## config.mk

```make
export PLATFORM = sky130hd
export DESIGN_NAME = vga_sync_flat
export DESIGN_NICKNAME = d
export VERILOG_FILES = /design/src/rtl/vga_sync_if.sv /design/src/rtl/vga_sync.sv /design/src/flat_wrapper.sv
export SDC_FILE = /design/constraint.sdc
export NUM_CORES = 1
export LEC_CHECK = 0
export ABC_AREA = 1
export CORE_ASPECT_RATIO = 0.7
export CORE_MARGIN = 3
export CORE_UTILIZATION = 45
export CTS_CLUSTER_SIZE = 30
export DETAILED_ROUTE_END_ITERATION = 8
export PLACE_DENSITY = 0.79
export SYNTH_ARGS = -nofsm -noshare
export SYNTH_HDL_FRONTEND = slang
export SYNTH_SLANG_ARGS = --single-unit
```

## constraint.sdc

```tcl
create_clock -name clock -period 2.7 [get_ports clock]
set_input_delay 0.405 -clock clock [delete_from_list [all_inputs] [get_ports clock]]
set_output_delay 0.405 -clock clock [all_outputs]
set_load 0.05 [all_outputs]
```

## src/rtl/vga_sync_if.sv

```systemverilog
// vga_sync_if: VGA timing bundle driven by the sync generator and sampled
// by every overlay stage on the same clock.
interface vga_sync_if;
    logic [9:0] hcount;
    logic [9:0] vcount;
    logic       hsync;
    logic       vsync;
    logic       video_on;
    logic       pixel_tick;
    logic       frame_start;
    modport master(output hcount, vcount, hsync, vsync, video_on, pixel_tick, frame_start);
    modport slave(input hcount, vcount, hsync, vsync, video_on, pixel_tick, frame_start);
endinterface

```

## src/rtl/vga_sync.sv

```systemverilog
// vga_sync: 640x480@60 VGA timing generator; pixel/line counters, syncs and
// visible-area flag, all registered together from the next counter values.
module vga_sync #(
    parameter int   CLK_DIV   = 2,
    parameter int   H_VISIBLE = 640,
    parameter int   H_FRONT   = 16,
    parameter int   H_SYNC    = 96,
    parameter int   H_BACK    = 48,
    parameter int   V_VISIBLE = 480,
    parameter int   V_FRONT   = 10,
    parameter int   V_SYNC    = 2,
    parameter int   V_BACK    = 33,
    parameter logic SYNC_POL  = 1'b0
) (
    input  logic          clock,
    input  logic          reset_n,
    vga_sync_if.master    vga_o
);
    localparam int H_TOTAL  = H_VISIBLE + H_FRONT + H_SYNC + H_BACK;
    localparam int V_TOTAL  = V_VISIBLE + V_FRONT + V_SYNC + V_BACK;
    localparam int HS_START = H_VISIBLE + H_FRONT;
    localparam int HS_END   = HS_START + H_SYNC;
    localparam int VS_START = V_VISIBLE + V_FRONT;
    localparam int VS_END   = VS_START + V_SYNC;
    localparam int DW       = $clog2(CLK_DIV + 1);
    logic [DW-1:0] div_q, div_d;
    logic [9:0]    hcount_q, hcount_d, vcount_q, vcount_d;
    logic          hsync_q, vsync_q, video_on_q;
    logic          tick, h_end, v_end;
    always_comb begin
        tick     = div_q == DW'(CLK_DIV - 1);
        h_end    = hcount_q == 10'(H_TOTAL - 1);
        v_end    = vcount_q == 10'(V_TOTAL - 1);
        div_d    = tick ? '0 : div_q + DW'(1);
        hcount_d = !tick ? hcount_q : h_end ? '0 : hcount_q + 10'd1;
        vcount_d = !(tick && h_end) ? vcount_q : v_end ? '0 : vcount_q + 10'd1;
    end
    // Syncs and video_on track the next counters so they move on the same edge.
    always_ff @(posedge clock or negedge reset_n) begin
        if (!reset_n) begin
            div_q      <= '0;
            hcount_q   <= '0;
            vcount_q   <= '0;
            hsync_q    <= ~SYNC_POL;
            vsync_q    <= ~SYNC_POL;
            video_on_q <= 1'b0;
        end else begin
            div_q      <= div_d;
            hcount_q   <= hcount_d;
            vcount_q   <= vcount_d;
            hsync_q    <= (hcount_d >= 10'(HS_START) && hcount_d < 10'(HS_END)) ? SYNC_POL : ~SYNC_POL;
            vsync_q    <= (vcount_d >= 10'(VS_START) && vcount_d < 10'(VS_END)) ? SYNC_POL : ~SYNC_POL;
            video_on_q <= hcount_d < 10'(H_VISIBLE) && vcount_d < 10'(V_VISIBLE);
        end
    end
    assign vga_o.hcount      = hcount_q;
    assign vga_o.vcount      = vcount_q;
    assign vga_o.hsync       = hsync_q;
    assign vga_o.vsync       = vsync_q;
    assign vga_o.video_on    = video_on_q;
    assign vga_o.pixel_tick  = tick;
    assign vga_o.frame_start = tick && hcount_q == '0 && vcount_q == '0;
endmodule

```

## src/flat_wrapper.sv

```systemverilog
// flat-port wrapper written by rule: the top's interface ports become plain ports
module vga_sync_flat 
#(
    parameter int   CLK_DIV   = 2,
    parameter int   H_VISIBLE = 640,
    parameter int   H_FRONT   = 16,
    parameter int   H_SYNC    = 96,
    parameter int   H_BACK    = 48,
    parameter int   V_VISIBLE = 480,
    parameter int   V_FRONT   = 10,
    parameter int   V_SYNC    = 2,
    parameter int   V_BACK    = 33,
    parameter logic SYNC_POL  = 1'b0
)
  (clock, reset_n, vga_o_hcount, vga_o_vcount, vga_o_hsync, vga_o_vsync, vga_o_video_on, vga_o_pixel_tick, vga_o_frame_start);
  vga_sync_if vga_o_i ();
  input  logic clock;
  input  logic reset_n;
  output wire logic [$bits(vga_o_i.hcount)-1:0] vga_o_hcount;
  output wire logic [$bits(vga_o_i.vcount)-1:0] vga_o_vcount;
  output wire logic [$bits(vga_o_i.hsync)-1:0] vga_o_hsync;
  output wire logic [$bits(vga_o_i.vsync)-1:0] vga_o_vsync;
  output wire logic [$bits(vga_o_i.video_on)-1:0] vga_o_video_on;
  output wire logic [$bits(vga_o_i.pixel_tick)-1:0] vga_o_pixel_tick;
  output wire logic [$bits(vga_o_i.frame_start)-1:0] vga_o_frame_start;
  assign vga_o_hcount = vga_o_i.hcount;
  assign vga_o_vcount = vga_o_i.vcount;
  assign vga_o_hsync = vga_o_i.hsync;
  assign vga_o_vsync = vga_o_i.vsync;
  assign vga_o_video_on = vga_o_i.video_on;
  assign vga_o_pixel_tick = vga_o_i.pixel_tick;
  assign vga_o_frame_start = vga_o_i.frame_start;
  vga_sync #(.CLK_DIV(CLK_DIV), .H_VISIBLE(H_VISIBLE), .H_FRONT(H_FRONT), .H_SYNC(H_SYNC), .H_BACK(H_BACK), .V_VISIBLE(V_VISIBLE), .V_FRONT(V_FRONT), .V_SYNC(V_SYNC), .V_BACK(V_BACK), .SYNC_POL(SYNC_POL)) u_core (.clock(clock), .reset_n(reset_n), .vga_o(vga_o_i));
endmodule
```

### Word level (Yosys, flattened, before mapping)

Cells that the tools add are included.
W data, S select, Z words.

* output and inout bits: 25
* word-level logic and storage cells: 33
* register bits: 25
* bits of input ports: 2

* $add $sub $neg: 3
* equal/unequal tests: 3
* mux-type cells: 7
* $lt $le $gt $ge: 6
* reductions and logical operators: 8

Operator list (count)
* $mux W10: 4
* $add A10 B1 Y10 const B: 2
* $eq A10 B10 Y1 const B: 2
* $logic_not A10 Y1: 2
* $lt A10 B10 Y1 const B: 2
* $lt A10 B9 Y1 const B: 2
* $ge A10 B10 Y1 const B: 1
* $ge A10 B9 Y1 const B: 1
* $logic_and A1 B1 Y1: 6
* $add A2 B1 Y2 const B: 1
* $eq A2 B1 Y1 const B: 1
* $mux W1: 2
* $mux W2: 1

### Depth between registers and ports, before layout

Gate-level depths: netlist (run 1).

* depth in word-level cells: 6
* mapped depth: 12
* mapped depth without buffers: 12

### Worst setup path after synthesis (run 1)

OpenSTA, ideal clock, no wires.

* kind: reg-to-output
* start: reg u_core.vcount_q[0] (netlist: u_core.vga_o.vcount[0])
* end: out vga_o_frame_start
* slack: -328 ps
* path buffers: 0
* stages on the path, launching flop included: 7
* arrival time: 2623 ps
* path through: dfrtp_1 > inv_1 > ha_1 > nand3_1 > nor2_1 > nand4_1 > nor4_1

* word-level cells in the longest chain between the ends: 2

RTL lines
* start: declaration: line vga_sync.sv:27 `logic [9:0] hcount_q, hcount_d, vcount_q, vcount_d;`
* start signal: assignment: line vga_sync.sv:50 `vcount_q <= vcount_d;`
* $logic_not A10 Y1: line vga_sync.sv:62 `assign vga_o.frame_start = tick && hcount_q == '0 && vcount_q == '0;`
* $logic_and A1 B1 Y1: line vga_sync.sv:62
* end: declaration: line flat_wrapper.sv:25 `output wire logic [$bits(vga_o_i.frame_start)-1:0] vga_o_frame_start;`

No other way between the ends.

### Worst setup path in the final report (run 1)

* start: reg u_core.div_q[1]
* end: out vga_o_pixel_tick

* word-level cells in the longest chain between the ends: 1

RTL lines
* start: declaration: line vga_sync.sv:26 `logic [DW-1:0] div_q, div_d;`
* start signal: assignment: line vga_sync.sv:48 `div_q <= div_d;`
* $eq A2 B1 Y1: line vga_sync.sv:31 `tick = div_q == DW'(CLK_DIV - 1);`
* end: declaration: line flat_wrapper.sv:24 `output wire logic [$bits(vga_o_i.pixel_tick)-1:0] vga_o_pixel_tick;`

No other way between the ends.

==> impl_metrics.ini, run 1 <==
[sta]
finalSetupTns_ns = 0
maxSlewViolCount = 0
fin_skew_ns = 0.00791
rsz0062_at_grt = false
slew_headroom = 0.655
fin_ws_ns = 0.312
period_share = 0.885
setup_violations = 0
hold_viol = 0
timing.fmax_mhz = 419
period_needed_ns = 2.39
tightest_slew_ns = 0.515

[synthesis]
netlist_instances = 228
synth_nets = 234
synth-seq-area-share = 0.375
synth_ff_type = dfrtp_1
synth.most_common_cell = nand2_1
syn_avg_cell_area_um2 = 7.35
synth_top_area_cell = dfrtp_1
synth_area_um2 = 1680
synthArstFlopShare = 1.00
ys_seq_elements = 25
yosys_warnings = 0
synth_top_cells_by_count = nand2_1 (65), inv_1 (34), dfrtp_1 (23), nand3_1 (20), nor2_1 (19)
yosysTopAreaCellShare = 0.344
synth_edf_count = 0
synth_cell_types = 26
synth.area.top_cells = dfrtp_1 (34%), nand2_1 (15%), inv_1 (7.6%)

[critical_path]
critical_path_arrival_ns = 1.98
worstPathRequired_ns = 2.30
critical_path_class = register to output pin
cp_top_family = buffers and inverters
endpoint_kind = output pin
crit_chain = inv_1 > nand2_2 > inv_2 > clkdlybuf4s50_1
max_stage_delay_ns = 0.86
start_kind = register
critPathMaxFanout = 14
critPathBufInv = 3
cp_slowest_cell = clkdlybuf4s50_1

[clocking]
path_clk_slew_ns = 0.10
cts_buffers = 3
cts_setup_buffers = 0
clock_sinks = 25
cts_max_path_buffers = 2
clock-root-buffer = clkbuf_8
ctsResizeCount = 0
postCtsHoldBufs = 0
cts_tree = done
htree_levels = 1
clock_latency_ns = 0.28

[global_routing]
grt_usage = 0.188
grt_max_degree = 26
grt_pass1_vias = 1409
antenna_found_initial = 0
grt_pass1_wl_um = 6740
grt.overflow.total = 0

[worst_hold_path]
hold_path_class = input port to async pin

[floorplan]
dieHeight_um = 57.1
num_rows = 17
die-area_um2 = 4500
ios = 27
core_area_um2 = 3360
initial_core_util = 0.499
die_x_um = 78.9

[detailed_routing]
wl_met2_um = 1510
drtIter0Drc = 115
ant_nets = 0
drc = 0
dr.max_layer_used = met4
routed-wl-met3_um = 291
routedWlPerCell_um = 12.7
wirelength_um = 3860
via_per_inst = 5.10
wl_met1_um = 2050
vias = 1557
dr.pass1.iters = 4

[job]
maxCapViolations = 0

[place]
place_ws_ns = 0.618
gp_congestion = 0.884
dp_hpwl_um = 3060
portBuffers = 26

[cells_and_area]
final_nets = 265
antenna_cells = 0
nFillCells = 331
drive_gt1_frac = 0.182
areaGrowthSynthToFinish_pct = 22.2
multi_input_area_um2 = 887
seq_area_um2 = 628

[pwr]
p_leak_uw = 0.00101
pwr_density_cell_nw_per_um2 = 302
max-vdd-ir-drop_mv = 0.329

[run_status]
status = finished clean
## sequential cells by signal (all words and copies together) (netlist names)
| name | flops |
|---|---|
| u_core.vga_o.hcount | 10 |
| u_core.vga_o.vcount | 10 |
| u_core.div_q | 2 |
| u_core.vga_o.hsync | 1 |
| u_core.vga_o.video_on | 1 |
| u_core.vga_o.vsync | 1 |
## power breakdown
group	internal [uW]	switching [uW]	leakage, uW	total, uW
clock	105	130	0.0000217	235
sequential	374	0	0.000323	374
combinational	2.21	7.06	0.000661	9.28
## cell usage in the layout (no fill, tap or decap), types with 2 or more instances in the layout
cell and count:
nor2_2 6, dfstp_2 2, inv_2 7, xor2_1 2, dfrtp_1 23, nand3_2 5, nand4_1 10, nor2_1 19
o21ai_0 6, clkdlybuf4s50_1 25, inv_1 34, buf_4 2, nor2_4 4, nand2_2 10, nand3_1 20, ha_1 4
nand2_1 65, clkbuf_8 3
## stage by stage
step	hold slack (ns)	util	std cells	instance area, um2	total power [uW]
floorplan	0.109	-	228	1680	382
global placement	0.472	0.595	301	2000	392
detailed placement	0.499	0.595	301	2000	392
CTS	0.494	0.609	305	2050	626
global route	0.520	0.609	305	2050	641
finish	0.480	0.609	305	2050	618
## layer usage
metal	global-route usage	up-vias
met1	0.306	724
met3	0.0489	2
met4	0.0147	0
met5	0	-
li1	-	771
met2	0.254	60
## cell families after synthesis
family | Yosys count | synth area share
buf+inv | 43 | 0.0993
fa+ha+maj | 4 | 0.0299
simple gates | 144 | 0.445
compound gates | 9 | 0.0351
flops | 25 | 0.375
xor+xnor | 3 | 0.0157
## final cells by class
| cell class | instances | share of cell area |
|---|---|---|
| multi-input cells | 160 | 0.433 |
| flip-flops and latches | 25 | 0.307 |
| repair buffers | 27 | 0.130 |
| inverters | 42 | 0.0776 |
| well taps | 47 | 0.0287 |
| clock buffers | 3 | 0.0202 |
| clock inverters | 1 | 0.00367 |
## path summary, 6_finish.rpt
check,cells past startpoint,startpoint,slack [ns],endpoint
worst max register to register,10,u_core.vga_o.hcount[1]$_DFF_PN0_,0.94,u_core.vga_o.vsync$_DFF_PN1_
worst min-delay path,2,reset_n,0.48,u_core.vga_o.vcount[8]$_DFF_PN0_
worst max-delay path,4,u_core.div_q[1]$_DFF_PN0_,0.31,vga_o_pixel_tick
min in group clock,1,u_core.div_q[0]$_DFF_PN0_,0.52,u_core.div_q[0]$_DFF_PN0_
max in group asynchronous,2,reset_n,1.93,u_core.vga_o.vsync$_DFF_PN1_
worst min register to register,1,u_core.div_q[0]$_DFF_PN0_,0.52,u_core.div_q[0]$_DFF_PN0_
Power figures use the tool's default switching activity.
==> run 2, diff against run 1 <==
--- a/config.mk
+++ b/config.mk
@@ -8,10 +8,10 @@
 export ABC_AREA = 1
 export CORE_ASPECT_RATIO = 0.7
 export CORE_MARGIN = 3
-export CORE_UTILIZATION = 45
+export CORE_UTILIZATION = 57
 export CTS_CLUSTER_SIZE = 30
 export DETAILED_ROUTE_END_ITERATION = 8
-export PLACE_DENSITY = 0.79
+export PLACE_DENSITY = 0.94
 export SYNTH_ARGS = -nofsm -noshare
 export SYNTH_HDL_FRONTEND = slang
 export SYNTH_SLANG_ARGS = --single-unit
==> run 2 against run 1 <==
  * Clock power hardly changed
  * Die area down 19%
  * Power is 0.49% lower
  * Highest routed layer unchanged
==> impl_metrics.ini, run 2 (synthesis results as in run 1) <==
[run_status]
status = finished clean

[pwr]
finalPower_uw = 615
max-vdd-ir-drop_mv = 0.307
p_leak_uw = 0.00101
pwr_density_cell_nw_per_um2 = 303

[critical_path]
rrSetupSlack_ns = 0.96
r2r_end = u_core.vga_o.vsync$_DFF_PN1_
critical_path_class = register to output pin
critical_path_arrival_ns = 1.99
start_kind = register
r2r-start = u_core.vga_o.hcount[0]$_DFF_PN0_
rr_worst_depth = 10
endpoint_kind = output pin
critPathMaxFanout = 14
worstPathRequired_ns = 2.30

[clocking]
clock-root-buffer = clkbuf_8
cts_max_path_buffers = 2
cts_setup_buffers = 0
ctsResizeCount = 0
clock_latency_ns = 0.27
path_clk_slew_ns = 0.09
cts_tree = done
cts_buffers = 3
htree_levels = 1
postCtsHoldBufs = 0
clock_sinks = 25

[detailed_routing]
dr.pass1.iters = 7
drc = 0
via_per_inst = 5.46
wl_met2_um = 1650
routed-wl-met3_um = 466
wirelength_um = 3970
wl_met1_um = 1820
vias = 1594
routedWlPerCell_um = 13.6
ant_nets = 0
dr.max_layer_used = met4
drtIter0Drc = 135

[floorplan]
core_area_um2 = 2630
die_x_um = 70.8
ios = 27
num_rows = 15
dieHeight_um = 51.4
initial_core_util = 0.638
die-area_um2 = 3640

[global_routing]
grt_pass1_vias = 1431
grt_pass1_wl_um = 6960
antenna_found_initial = 0
grt_max_degree = 26
grt.overflow.total = 0
grt_usage = 0.245

[place]
dp_hpwl_um = 3060
place_ws_ns = 0.623
gp_congestion = 0.922
portBuffers = 26
place_area_um2 = 1980

[sta]
maxSlewViolCount = 0
slew_headroom = 0.659
setup_violations = 0
period_share = 0.886
period_needed_ns = 2.39
rsz0062_at_grt = false
finalSetupTns_ns = 0
tightest_slew_ns = 0.511
timing.hold.ws_ns = 0.483
hold_viol = 0
fin_skew_ns = 0.00277
fin_ws_ns = 0.307
timing.fmax_mhz = 418

[cells_and_area]
final_cell_mix = nand2_1 (65), inv_1 (34), clkdlybuf4s50_1 (25)
final_common_cell = nand2_1
drive_gt1_frac = 0.182
final_nets = 265
nFillCells = 176
antenna_cells = 0
areaGrowthSynthToFinish_pct = 21.2
finalInstanceArea_um2 = 2030

[job]
maxCapViolations = 0

[worst_hold_path]
hold_path_class = input port to async pin
==> run 2: cell counts in the layout (fill, tap and decap cells not counted) <==
No cell type changed its count.
==> run 2: how the worst max path moves through the flow <==
stage	start	to	slack (ns)	cells past startpoint
floorplan	u_core.vga_o.vcount[0]$_DFF_PN0_	vga_o_frame_start	0.25	6
CTS	u_core.div_q[1]$_DFF_PN0_	vga_o_pixel_tick	0.32	4
detailed placement	u_core.div_q[1]$_DFF_PN0_	vga_o_pixel_tick	0.62	4
global placement	u_core.div_q[1]$_DFF_PN0_	vga_o_pixel_tick	0.68	4
finish	u_core.div_q[1]$_DFF_PN0_	vga_o_pixel_tick	0.31	4
global route	u_core.div_q[1]$_DFF_PN0_	vga_o_pixel_tick	0.22	4
==> run 2: cell type report <==
| class | count | area (um2) | share of cell area |
|---|---|---|---|
| Tap cell | 34 | 42.5 | 0.0209 |
| Timing Repair Buffer | 27 | 265 | 0.131 |
| Clock inverter | 1 | 7.51 | 0.00370 |
| Multi-Input combinational cell | 160 | 887 | 0.437 |
| Sequential cell | 25 | 628 | 0.309 |
| Inverter | 42 | 159 | 0.0782 |
| Clock buffer | 3 | 41.3 | 0.0203 |
==> run 2: metal layers <==
layer  global-route usage  vias up
met4               0.0313        0
met3               0.0530        6
met5                    0        -
li1                     -      777
met2                0.354      108
met1                0.381      703
==> run 2: critical path, stage by stage (launching register included) <==
cell and delay (ns):
dfrtp_1 0.37, inv_1 0.11, nand2_2 0.14, inv_2 0.24
clkdlybuf4s50_1 0.86
==> run 2: metrics by stage <==
| step | utilization | std cells |
|---|---|---|
| floorplan | - | 228 |
| global placement | 0.754 | 288 |
| detailed placement | 0.754 | 288 |
| CTS | 0.773 | 292 |
| global route | 0.773 | 292 |
| finish | 0.773 | 292 |
==> run 2: power breakdown <==
group | internal [uW] | leakage [uW] | switching (uW) | total, uW
Combinational | 2.22 | 0.000661 | 7.08 | 9.29
Clock | 105 | 0.0000217 | 127 | 232
Sequential | 374 | 0.000323 | 0 | 374
==> run 3, diff against run 2 <==
--- a/config.mk
+++ b/config.mk
@@ -11,6 +11,7 @@
 export CORE_UTILIZATION = 57
 export CTS_CLUSTER_SIZE = 30
 export DETAILED_ROUTE_END_ITERATION = 8
+export GPL_ROUTABILITY_DRIVEN = 0
 export PLACE_DENSITY = 0.94
 export SYNTH_ARGS = -nofsm -noshare
 export SYNTH_HDL_FRONTEND = slang
==> results of run 3 <==
Final layout, timing and power as in run 2 (identical DEF).
